--- src/rtl/wb_counter_pkg.sv ---
// Register map and field indices for the Wishbone up/down counter.
package wb_counter_pkg;

  // Register select taken from wb_adr_i[3:2]
  localparam logic [1:0] RegCtrl   = 2'd0;
  localparam logic [1:0] RegCount  = 2'd1;
  localparam logic [1:0] RegLoad   = 2'd2;
  localparam logic [1:0] RegStatus = 2'd3;

  localparam int unsigned CtrlEn    = 0;
  localparam int unsigned CtrlUp    = 1;
  localparam int unsigned CtrlWrap  = 2;
  localparam int unsigned CtrlLoad  = 3;
  localparam int unsigned CtrlIrqEn = 4;

  localparam int unsigned StatusTc = 0;

endpackage

--- src/rtl/updown_core.sv ---
// Counter datapath: saturating or wrapping up/down count with preload.
module updown_core #(
  parameter int unsigned WIDTH = 16
) (
  input  logic             clk,
  input  logic             rst,
  input  logic             en,
  input  logic             up,
  input  logic             wrap,
  input  logic             load,
  input  logic [WIDTH-1:0] load_val,
  output logic [WIDTH-1:0] count,
  output logic             tc_evt
);

  localparam logic [WIDTH-1:0] MaxVal = '1;
  localparam logic [WIDTH-1:0] One    = WIDTH'(1);

  logic             at_bound;
  logic [WIDTH-1:0] count_next;

  always_comb begin
    at_bound   = up ? (count == MaxVal) : (count == '0);
    // A step attempt at the boundary flags TC even when saturating in place
    tc_evt     = en & ~load & at_bound;
    count_next = count;
    if (load) begin
      count_next = load_val;
    end else if (en) begin
      if (!at_bound) begin
        count_next = up ? count + One : count - One;
      end else if (wrap) begin
        count_next = up ? '0 : MaxVal;
      end
    end
  end

  always_ff @(posedge clk or posedge rst) begin
    if (rst) begin
      count <= '0;
    end else begin
      count <= count_next;
    end
  end

endmodule

--- src/rtl/wb_updown_counter.sv ---
// Wishbone classic slave wrapping updown_core with CTRL/COUNT/LOAD/STATUS registers.
// Define WB_COUNTER_IRQ_EN to enable CTRL.IRQ_EN and the irq_o output.
module wb_updown_counter
  import wb_counter_pkg::*;
#(
  parameter int unsigned WIDTH = 16
) (
  input  logic             clk,
  input  logic             rst,
  input  logic             wb_cyc_i,
  input  logic             wb_stb_i,
  input  logic             wb_we_i,
  input  logic [3:0]       wb_adr_i,
  input  logic [31:0]      wb_dat_i,
  output logic [31:0]      wb_dat_o,
  output logic             wb_ack_o,
  output logic [WIDTH-1:0] count_o,
  output logic             tc_o,
  output logic             irq_o
);

  logic             req, wr, ctrl_wr;
  logic [1:0]       reg_sel;
  logic             ctrl_en, ctrl_up, ctrl_wrap, ctrl_irq_en;
  logic [WIDTH-1:0] load_reg;
  logic             load_strobe, tc_clr, tc_evt, tc_next;
  logic [31:0]      rd_data;
  logic             unused_bits;

  // Gating on ack keeps a held strobe from producing back-to-back acks
  assign req         = wb_cyc_i & wb_stb_i & ~wb_ack_o;
  assign wr          = req & wb_we_i;
  assign reg_sel     = wb_adr_i[3:2];
  assign ctrl_wr     = wr & (reg_sel == RegCtrl);
  assign load_strobe = ctrl_wr & wb_dat_i[CtrlLoad];
  assign tc_clr      = wr & (reg_sel == RegStatus) & wb_dat_i[StatusTc];
  assign tc_next     = tc_evt | (tc_o & ~tc_clr);
  assign unused_bits = ^{wb_adr_i[1:0], wb_dat_i};

  updown_core #(
    .WIDTH(WIDTH)
  ) u_core (
    .clk      (clk),
    .rst      (rst),
    .en       (ctrl_en),
    .up       (ctrl_up),
    .wrap     (ctrl_wrap),
    .load     (load_strobe),
    .load_val (load_reg),
    .count    (count_o),
    .tc_evt   (tc_evt)
  );

  always_ff @(posedge clk or posedge rst) begin
    if (rst) begin
      ctrl_en   <= 1'b0;
      ctrl_up   <= 1'b0;
      ctrl_wrap <= 1'b0;
      load_reg  <= '0;
      tc_o      <= 1'b0;
    end else begin
      if (ctrl_wr) begin
        ctrl_en   <= wb_dat_i[CtrlEn];
        ctrl_up   <= wb_dat_i[CtrlUp];
        ctrl_wrap <= wb_dat_i[CtrlWrap];
      end
      if (wr && reg_sel == RegLoad) begin
        load_reg <= wb_dat_i[WIDTH-1:0];
      end
      tc_o <= tc_next;
    end
  end

`ifdef WB_COUNTER_IRQ_EN
  logic irq_en_next;
  assign irq_en_next = ctrl_wr ? wb_dat_i[CtrlIrqEn] : ctrl_irq_en;

  always_ff @(posedge clk or posedge rst) begin
    if (rst) begin
      ctrl_irq_en <= 1'b0;
      irq_o       <= 1'b0;
    end else begin
      ctrl_irq_en <= irq_en_next;
      irq_o       <= tc_next & irq_en_next;
    end
  end
`else
  assign ctrl_irq_en = 1'b0;
  assign irq_o       = 1'b0;
`endif

  always_comb begin
    rd_data = '0;
    if (req && !wb_we_i) begin
      case (reg_sel)
        RegCtrl: begin
          rd_data[CtrlEn]    = ctrl_en;
          rd_data[CtrlUp]    = ctrl_up;
          rd_data[CtrlWrap]  = ctrl_wrap;
          rd_data[CtrlIrqEn] = ctrl_irq_en;
        end
        RegCount:  rd_data = 32'(count_o);
        RegLoad:   rd_data = 32'(load_reg);
        RegStatus: rd_data[StatusTc] = tc_o;
        default:   rd_data = '0;
      endcase
    end
  end

  always_ff @(posedge clk or posedge rst) begin
    if (rst) begin
      wb_ack_o <= 1'b0;
      wb_dat_o <= '0;
    end else begin
      wb_ack_o <= req;
      wb_dat_o <= rd_data;
    end
  end

endmodule

--- config.mk ---
export PLATFORM = sky130hd
export DESIGN_NAME = wb_updown_counter
export DESIGN_NICKNAME = d
export VERILOG_FILES = /design/src/rtl/wb_counter_pkg.sv /design/src/rtl/updown_core.sv /design/src/rtl/wb_updown_counter.sv
export SDC_FILE = /design/constraint.sdc
export NUM_CORES = 1
export LEC_CHECK = 0
export BUFFER_PORTS_ARGS = -buffer_cell sky130_fd_sc_hd__buf_2
export CORE_MARGIN = 3
export CORE_UTILIZATION = 52
export DETAILED_ROUTE_END_ITERATION = 10
export PLACE_DENSITY = 0.81
export SETUP_SLACK_MARGIN = 0.02
export SYNTH_ARGS = -nofsm -noshare
export SYNTH_HDL_FRONTEND = slang
export SYNTH_SLANG_ARGS = --single-unit
--- constraint.sdc ---
create_clock -name clk -period 2.93 [get_ports clk]
set_input_delay 0.1465 -clock clk [delete_from_list [all_inputs] [get_ports clk]]
set_output_delay 0.1465 -clock clk [all_outputs]
set_load 0.01 [all_outputs]
== Word level (Yosys, flattened, before mapping) ==
Cells that the tools add are included.
Widths: inputs -> output; s select.

* $add $sub $neg: 2
* Eq/ne operators: 5
* Mux-type cells: 13
* Bitwise operators: 14
* Reduce and logical (&&, ||, !) cells: 7

{| class="wikitable"
|+ Operator list
! cell !! count
|-
| $mux 16 || 7
|-
| $pmux 11 s2 || 1
|-
| $add 16x1->16 const B || 1
|-
| $eq 16x16->1 const B || 1
|-
| $logic_not 16->1 || 1
|-
| $sub 16x1->16 const B || 1
|-
| $and 1x1->1 || 10
|-
| $pmux 2 s3 || 1
|-
| $eq 2x2->1 const B || 2
|-
| $pmux 1 s2 || 2
|-
| $pmux 1 s4 || 1
|-
| $ne 3x2->1 const B || 1
|-
| $not 1->1 || 3
|-
| $eq 2x1->1 const B || 1
|-
| $logic_and 1x1->1 || 2
|-
| $logic_not 2->1 || 1
|-
| $reduce_and 2->1 || 1
|-
| $reduce_bool 2->1 || 1
|-
| $logic_not 1->1 || 1
|-
| $mux 1 || 1
|-
| $or 1x1->1 || 1
|}

* Flip-flop bits (word level): 69
* Input port bits: 41
* Logic and storage cells: 49

== Logic depth before layout (Yosys ltp) ==
Gate-level depths: netlist (run 1).

* Depth after elaboration: 9
* Depth in mapped cells: 11

== Modules after synthesis ==
Synthesis (run 1) repeated with hierarchy kept, for this count alone.

* Cell total of the unflattened synthesis: 355
* Area, all modules: 3513.4 µm²

{| class="wikitable"
|+ Modules (own cells, without submodules)
! module !! instances !! cells each !! area an instance (µm²) !! sequential area each (µm²)
|-
| updown_core || 1 || 218 || 1789.2 || 400.4
|-
| wb_updown_counter || 1 || 137 || 1724.2 || 925.9
|}

== Least setup slack after synthesis (run 1) ==
OpenSTA, ideal clock, no wires.

* Path kind: register -> register
* Start: reg ctrl_up
* End: reg u_core.count[14]
* Library setup time: 0.122 ns
* Arrival time: 2.221 ns
* Data required time: 2.808 ns
* Path slack: 0.586 ns
* Cell stages (with the launch flop): 10
* Buffers on the path: 0
* Period minus slack after synthesis: 2.344 ns
* Cell sequence: dfrtp_1 -> inv_1 -> ha_1 -> a21o_1 -> a211o_1 -> o211ai_1 -> o311ai_1 -> xor2_1 -> a21oi_1 -> o21ai_1

* Longest elaborated chain between the ends: 5
* Elaborated cells between the ends (all ways): 9
* Classes of those cells: eq/ne (1); mux (7); reduce/logical (1)

{| class="wikitable"
|+ RTL lines
! element !! line !! source
|-
| start: declaration || wb_updown_counter.sv:24 || <nowiki>logic ctrl_en, ctrl_up, ctrl_wrap, ctrl_irq_en;</nowiki>
|-
| start signal: assignment || wb_updown_counter.sv:64 || <nowiki>ctrl_up <= wb_dat_i[CtrlUp];</nowiki>
|-
| $mux 16 || updown_core.sv:33 || <nowiki>count_next = up ? '0 : MaxVal;</nowiki>
|-
| $mux 16 || updown_core.sv:32 || <nowiki>end else if (wrap) begin</nowiki>
|-
| $mux 16 || updown_core.sv:30 || <nowiki>if (!at_bound) begin</nowiki>
|-
| $mux 16 || updown_core.sv:29 || <nowiki>end else if (en) begin</nowiki>
|-
| $mux 16 || updown_core.sv:27 || <nowiki>if (load) begin</nowiki>
|-
| end signal: assignment || updown_core.sv:42 || <nowiki>count <= count_next;</nowiki>
|-
| end: declaration || updown_core.sv:12 || <nowiki>output logic [WIDTH-1:0] count,</nowiki>
|}

Parallel ways exist; a longest one is shown, timed or not. The select of a mux whose other input is x is not followed.
A chain may end at the register's enable or synchronous reset.

== Worst setup path in the final report (run 1) ==
* Start: reg u_core.count[0]
* End: reg u_core.count[14]

* Longest elaborated chain between the ends: 5
* Elaborated cells between the ends (all ways): 11
* Classes of those cells: add/sub (2); eq/ne (2); mux (5); reduce/logical (2)

{| class="wikitable"
|+ RTL lines
! element !! line !! source
|-
| $sub 16x1->16 (tied with other cells) || updown_core.sv:31 || <nowiki>count_next = up ? count + One : count - One;</nowiki>
|-
| $mux 16 or $mux 1 (tied branches) || updown_core.sv:31, updown_core.sv:23 ||
|-
| $mux 16 || updown_core.sv:30 ||
|-
| $mux 16 || updown_core.sv:29 ||
|-
| $mux 16 || updown_core.sv:27 ||
|}

Parallel ways exist; a longest one is shown, timed or not. The select of a mux whose other input is x is not followed.

==> summary.md, run 1 <==
| Metric | Value |
|---|---|
| Outcome | complete, no violations |
| Largest net degree at the start of global routing | between 50 and 60 |
| CTS root buf | clkbuf_8 |
| Via Count | 2,729 |
| Fin. max-slew vios | 0 |
| Total die area | ~7100 um2 |
| Final Worst Setup Slack | 0.283 ns |
| Critical Path Fanout Max | 8 |
| Clk_lat worst skew | 0.31 ns |
| CTS tree | done |
| Place WS | ~0.37 ns |
| Peak supply drop | roughly 0.40 mV |
| Wire per inst | roughly 17 um |
| Drt drc | 0 |
| Layout cells sized above 1 | 0.266 |
| Vias/cell | 6.04 |
| F_max | between 300 and 400 MHz |
| Number of synthesized register bits | between 50 and 60 |
| Drt total wl | between 7000 and 8000 um |
| Area growth syn-to-layout | 12.4% |
| RSZ-0062 raised after global routing | no |
| Setup TNS | 0 ns |
| Worst-Margin Slew | 1.08 ns |
| Cell internal pwr | 1.98 mW |
| Logic pwr share | 0.509 |
| Reg area | between 1000 and 1500 um2 |
| Clk slew on worst S/H paths | approximately 0.1 ns |
| Hold crit path type | primary input to flip-flop |
| Die Y | between 80 and 90 um |
| CTS Hold Bufs | 0 |
| Design Power | 3.51 mW |
| Mapped Cells | 324 |
| Clk sinks | between 50 and 60 |
| Initial core utilization | 0.558 |
| Fin nets | around 440 |
| Post-cts sizing count | 0 |
| Iter 0 DRT Violations | approximately 150 |
| Startpoint class of the critical path | flip-flop |
| Final hold slack | 0.0592 ns |
| MaxCap Viol Count | 0 |
| Yosys warns | 0 |
| Clk buf depth | 2 |
| Worst endpoint required time | about 3.2 ns |
| Final period util | 0.904 |
| DRT Pass-1 Iters | 6 |
| Ys flop type | dfrtp_1 |
| Distinct cells, synth | 49 |
| Setup-failing EPs final | 0 |
| Pwr dens | 975 nW/um2 |
| Crit end category | flip-flop |
| GR Util met2 | 0.339 |
| Busiest grt layer | met2 |
| RD Place Congestion | 0.858 |
| Area contributors post-synth | dfrtp_1 (41%), ha_1 (7.8%), mux2_2 (6.7%) |
| Core area | ~5700 um2 |
| Final hold vios | 0 |
| Post-synth EDFFs | 0 |
| Multi-input gate area | around 1700 um2 |
| CP arrival | just under 3 ns |
| Commonest non-fill, non-tap cells in the layout | buf_2 (56), dfrtp_1 (53), nor2_1 (33), a21oi_1 (24), ha_1 (20) |
| Cts bufs inserted | 5 |
| GR Overflow Total | 0 |
| Cell Area, Synth | 3210 um2 |
| # rows | 27 |
| Fill cells | ~460 |
| Asr flop ratio synth | 1.00 |
| Switching pwr | roughly 1.5 mW |
| GRT Util Overall | 0.207 |
| Max_slew headroom | 0.276 |
| HPWL after detailed placement | ~5500 um |
| Die width | around 85 um |
| Layout Skew | ~0.0083 ns |
| Port buffer count | 56 |
| Antenna Violating Nets Remaining | 0 |
| Switching power share of the total | 0.437 |
| Vias in the first global route | ~2,500 |
| Leading cell type in the layout, fill and taps excluded | buf_2 |
| Sequential power share | 0.345 |
| LEAKAGE | between 1.5 and 2 nW |
| Setup bufs post-CTS | 0 |
| Min Tclk post-route | ~2.6 ns |
| Yosys top cell by area | dfrtp_1 |
| Mean area per synthesized cell | between 9 and 10 um2 |
| H-tree levels | 2 |
| Share of the synthesized area in the top cell type | 0.414 |
| Initial antenna violation count | 0 |
| M3 GR Usage | 0.0265 |
| M1 GR Usage | 0.278 |
| First-pass GRT wire length | 12,100 um |
| Seq/Total Area, Yosys | 0.414 |
| Critical path class | flip-flop to flip-flop |
| ANT cells | 0 |
| I/O Pins | 92 |
| Clock power share | 0.146 |
[synthesized netlist by cell type, drive strengths merged (2+ instances only)]
cell type,n
ha,20
or3,2
nor4,5
a211o,4
o22ai,5
nand4,7
clkbuf,9
xor2,10
buf,21
nor2,35
o21ai,15
nand2,19
o211ai,8
or2,2
nand3,5
a222oi,3
mux2,19
o21a,3
xnor2,4
o221a,4
a21oi,24
dfrtp,53
inv,11
a22oi,13
o31ai,2
and3,3
nand2b,3
[worst max-delay path: stages (launching register included)]
cell      delay (ns)
dfrtp_1         0.54
inv_1           0.11
fa_1            0.46
nand2b_1        0.18
a21oi_1         0.26
o211ai_1        0.21
o311ai_1        0.37
xor2_1          0.23
a21oi_1         0.10
o21ai_1         0.14
[kinds of logic after synthesis]
kind of cell / share of synthesized area
buffers and inverters: 0.0745
and+or+nand+nor: 0.124
DFF: 0.414
other: 0.00117
adders and majority gates: 0.0843
AOI/OAI and AO/OA: 0.195
muxes: 0.0698
xor gates and xnor gates: 0.0382
[layout make-up]
class                   instances  area share
multi-input cells             246       0.472
inverters                      11      0.0115
well taps                      72      0.0250
flip-flops and latches         53       0.368
clock buffers                   5      0.0191
repair buffers                 62      0.0903
clock inverters                 3      0.0139
[worst paths after layout]
path | from | end | slack, ns | cells past startpoint
max | u_core.count[0] | u_core.count[14] | 0.28 | 9
min | wb_dat_i[13] | load_reg[13] | 0.06 | 2
max reg2reg | u_core.count[0] | u_core.count[14] | 0.28 | 9
min reg2reg | tc_o | tc_o | 0.54 | 2
max in group asynchronous | rst | wb_dat_o[11] | 2.17 | 2
min in group asynchronous | rst | load_reg[7] | 0.10 | 2
[power groups by stage]
| stage | clock, mW | sequential, mW | combinational (mW) |
|---|---|---|---|
| floorplan | 0 | 1.17 | 1.32 |
| global route | 0.554 | 1.23 | 1.98 |
| CTS | 0.519 | 1.20 | 1.77 |
| detailed placement | 0 | 1.21 | 1.76 |
| finish | 0.513 | 1.21 | 1.79 |
| global placement | 0 | 1.20 | 1.71 |
[stage by stage]
stage / cells / instance area (um2) / utilization
after global placement: 444 / 3480 / 0.607
after global routing: 452 / 3600 / 0.627
after CTS: 452 / 3600 / 0.627
after floorplan: 340 / 3270 / -
final: 452 / 3600 / 0.627
after detailed placement: 444 / 3480 / 0.607
[per-layer routing]
metal,wire length (um),part of all wire,vias up
met3,559,0.074,15
met2,3570,0.48,145
met4,170,0.023,0
li1,-,-,1258
met1,3210,0.43,1311
met5,0,0,-
Power figures use the tool's default switching activity.
==> run 2: changes to the inputs <==
- CELL_PAD_IN_SITES_DETAIL_PLACEMENT: unset -> 0
- CELL_PAD_IN_SITES_GLOBAL_PLACEMENT: unset -> 1
- CORE_UTILIZATION: 52 -> 39
- PLACE_DENSITY: 0.81 -> 0.8
==> run 2 against run 1 <==
Compared with the run above:
- utilization shrank 16 points
- design area increased by 0.83%
- via count decreased by 4.5%
- clock skew down 0.0021 ns
- clock power fell by 17%
- critical path depth did not move
- sequential power is essentially flat
- worst hold slack better by 0.0027 ns
- critical path type unchanged
- largest cell class unchanged
==> summary.md, run 2 (synthesis results as in run 1) <==
| Metric | Value |
|---|---|
| Layout cells sized above 1 | 0.272 (+0.00646) |
| Port buffer count | 56 (unchanged) |
| Pwr dens | 941 nW/um2 (-3.5%) |
| Outcome | complete, no violations |
| Clk sinks | 53 (unchanged) |
| HPWL after detailed placement | 5950 um (+7.7%) |
| Cts bufs inserted | 5 (unchanged) |
| Critical path class | flip-flop to flip-flop |
| DRT Pass-1 Iters | 4 (-2) |
| Core area | 7850 um2 (+37%) |
| Setup bufs post-CTS | 0 (unchanged) |
| CTS tree | done |
| RD Place Congestion | 0.830 (-3.3%) |
| CTS root buf | clkbuf_8 |
| Drt total wl | 7610 um (+1.3%) |
| Peak supply drop | 0.280 mV (-29%) |
| Clk slew on worst S/H paths | 0.10 ns (about the same) |
| I/O Pins | 92 (unchanged) |
| Fill cells | 788 (+71%) |
| # rows | 32 (+19%) |
| Largest net degree at the start of global routing | 54 (unchanged) |
| Final period util | 0.855 (-0.0485) |
| Hold crit path type | primary input to flip-flop |
| Total die area | 9350 um2 (+31%) |
| Fin. max-slew vios | 0 (unchanged) |
| Setup TNS | 0 ns (unchanged) |
| Initial core utilization | 0.409 (-0.150) |
| Worst endpoint required time | 3.13 ns (-0.05 ns) |
| Iter 0 DRT Violations | 189 (+28%) |
| Area growth syn-to-layout | 13.3% |
| Reg area | 1330 um2 (about the same) |
| Setup-failing EPs final | 0 (unchanged) |
| RSZ-0062 raised after global routing | no |
| Drt drc | 0 (unchanged) |
| H-tree levels | 2 (unchanged) |
| Multi-input gate area | 1700 um2 (unchanged) |
| Clk_lat worst skew | 0.31 ns (about the same) |
| Commonest non-fill, non-tap cells in the layout | buf_2 (56), dfrtp_1 (52), nor2_1 (33), a21oi_1 (24), ha_1 (20) |
| Initial antenna violation count | 0 (unchanged) |
| Post-cts sizing count | 0 (unchanged) |
| Antenna Violating Nets Remaining | 0 (unchanged) |
| Final hold vios | 0 (unchanged) |
| Min Tclk post-route | 2.51 ns (-0.142 ns) |
| Final hold slack | 0.0619 ns (+0.00271 ns) |
| Vias/cell | 5.38 (-11%) |
| Max_slew headroom | 0.279 (+0.00356) |
| Die width | 96.7 um (+14%) |
| GR Overflow Total | 0 (unchanged) |
| GRT Util Overall | 0.163 (-0.0437) |
| MaxCap Viol Count | 0 (unchanged) |
| CTS Hold Bufs | 0 (unchanged) |
| Via Count | 2,606 (-4.5%) |
| Layout Skew | 0.00616 ns (-0.00211 ns) |
| Clk buf depth | 2 (unchanged) |
| Die Y | 96.7 um (+14%) |
| Fin nets | 443 (+0.45%) |
| ANT cells | 0 (unchanged) |
| F_max | 399 MHz (+5.7%) |
| Worst-Margin Slew | 1.08 ns (-0.00534 ns) |
| Vias in the first global route | 2,645 (+5.0%) |
| Crit end category | flip-flop |
| CP arrival | 2.70 ns (-0.19 ns) |
| Critical Path Fanout Max | 10 (+2) |
| First-pass GRT wire length | 12,900 um (+6.9%) |
| Leading cell type in the layout, fill and taps excluded | buf_2 |
| LEAKAGE | 1.72 nW (-0.21%) |
| Startpoint class of the critical path | flip-flop |
| Wire per inst | 15.7 um (-5.4%) |
==> run 2: layer usage <==
metal,vias to the layer above,global-route usage,part of all wire
li1,1259,-,-
met1,1263,0.226,0.47
met2,76,0.264,0.47
met3,8,0.0252,0.051
met4,0,0.0518,0.012
met5,-,0,0
==> run 2: layout make-up <==
cell class                 instances  share of cell area
inverter                          11              0.0114
clock inverter                     3             0.00723
clock buffer                       5              0.0189
multi-input combinational        246               0.468
timing repair buffer              64              0.0937
tap                              102              0.0351
sequential                        53               0.365
==> run 2: critical path, stage by stage (launching register included) <==
cell and delay (ns):
dfrtp_1 0.39, inv_1 0.29, ha_1 0.35, a21oi_1 0.18, a21oi_1 0.13, a41oi_1 0.45
o31ai_1 0.18, xor2_1 0.16, a21oi_1 0.17, o21ai_1 0.09
==> run 2: power by group <==
| group | leakage [nW] | internal, mW | switching, mW |
|---|---|---|---|
| registers | 0.670 | 0.910 | 0.276 |
| clock network | 0.0487 | 0.175 | 0.252 |
| logic | 1.01 | 0.818 | 0.989 |
| total | 1.72 | 1.90 | 1.52 |
==> run 2: stage by stage <==
stage	area, um2	worst slack [ns]	utilization	power, mW	std cells
global placement	3540	0.421	0.451	2.96	476
detailed placement	3540	0.409	0.451	3.00	476
CTS	3630	0.368	0.463	3.43	484
floorplan	3270	0.586	-	2.49	340
finish	3630	0.425	0.463	3.42	484
global route	3630	0.127	0.463	3.72	484
==> run 2: worst paths after layout <==
kind	start	to	slack [ns]	cells past startpoint
worst max-delay path	ctrl_up	u_core.count[13]	0.42	9
worst min-delay path	wb_dat_i[15]	load_reg[15]	0.06	2
worst max register to register	ctrl_up	u_core.count[13]	0.42	9
worst min register to register	tc_o	tc_o	0.55	2
max in group asynchronous	rst	u_core.count[0]	2.10	2
min in group asynchronous	rst	wb_dat_o[10]	0.09	2
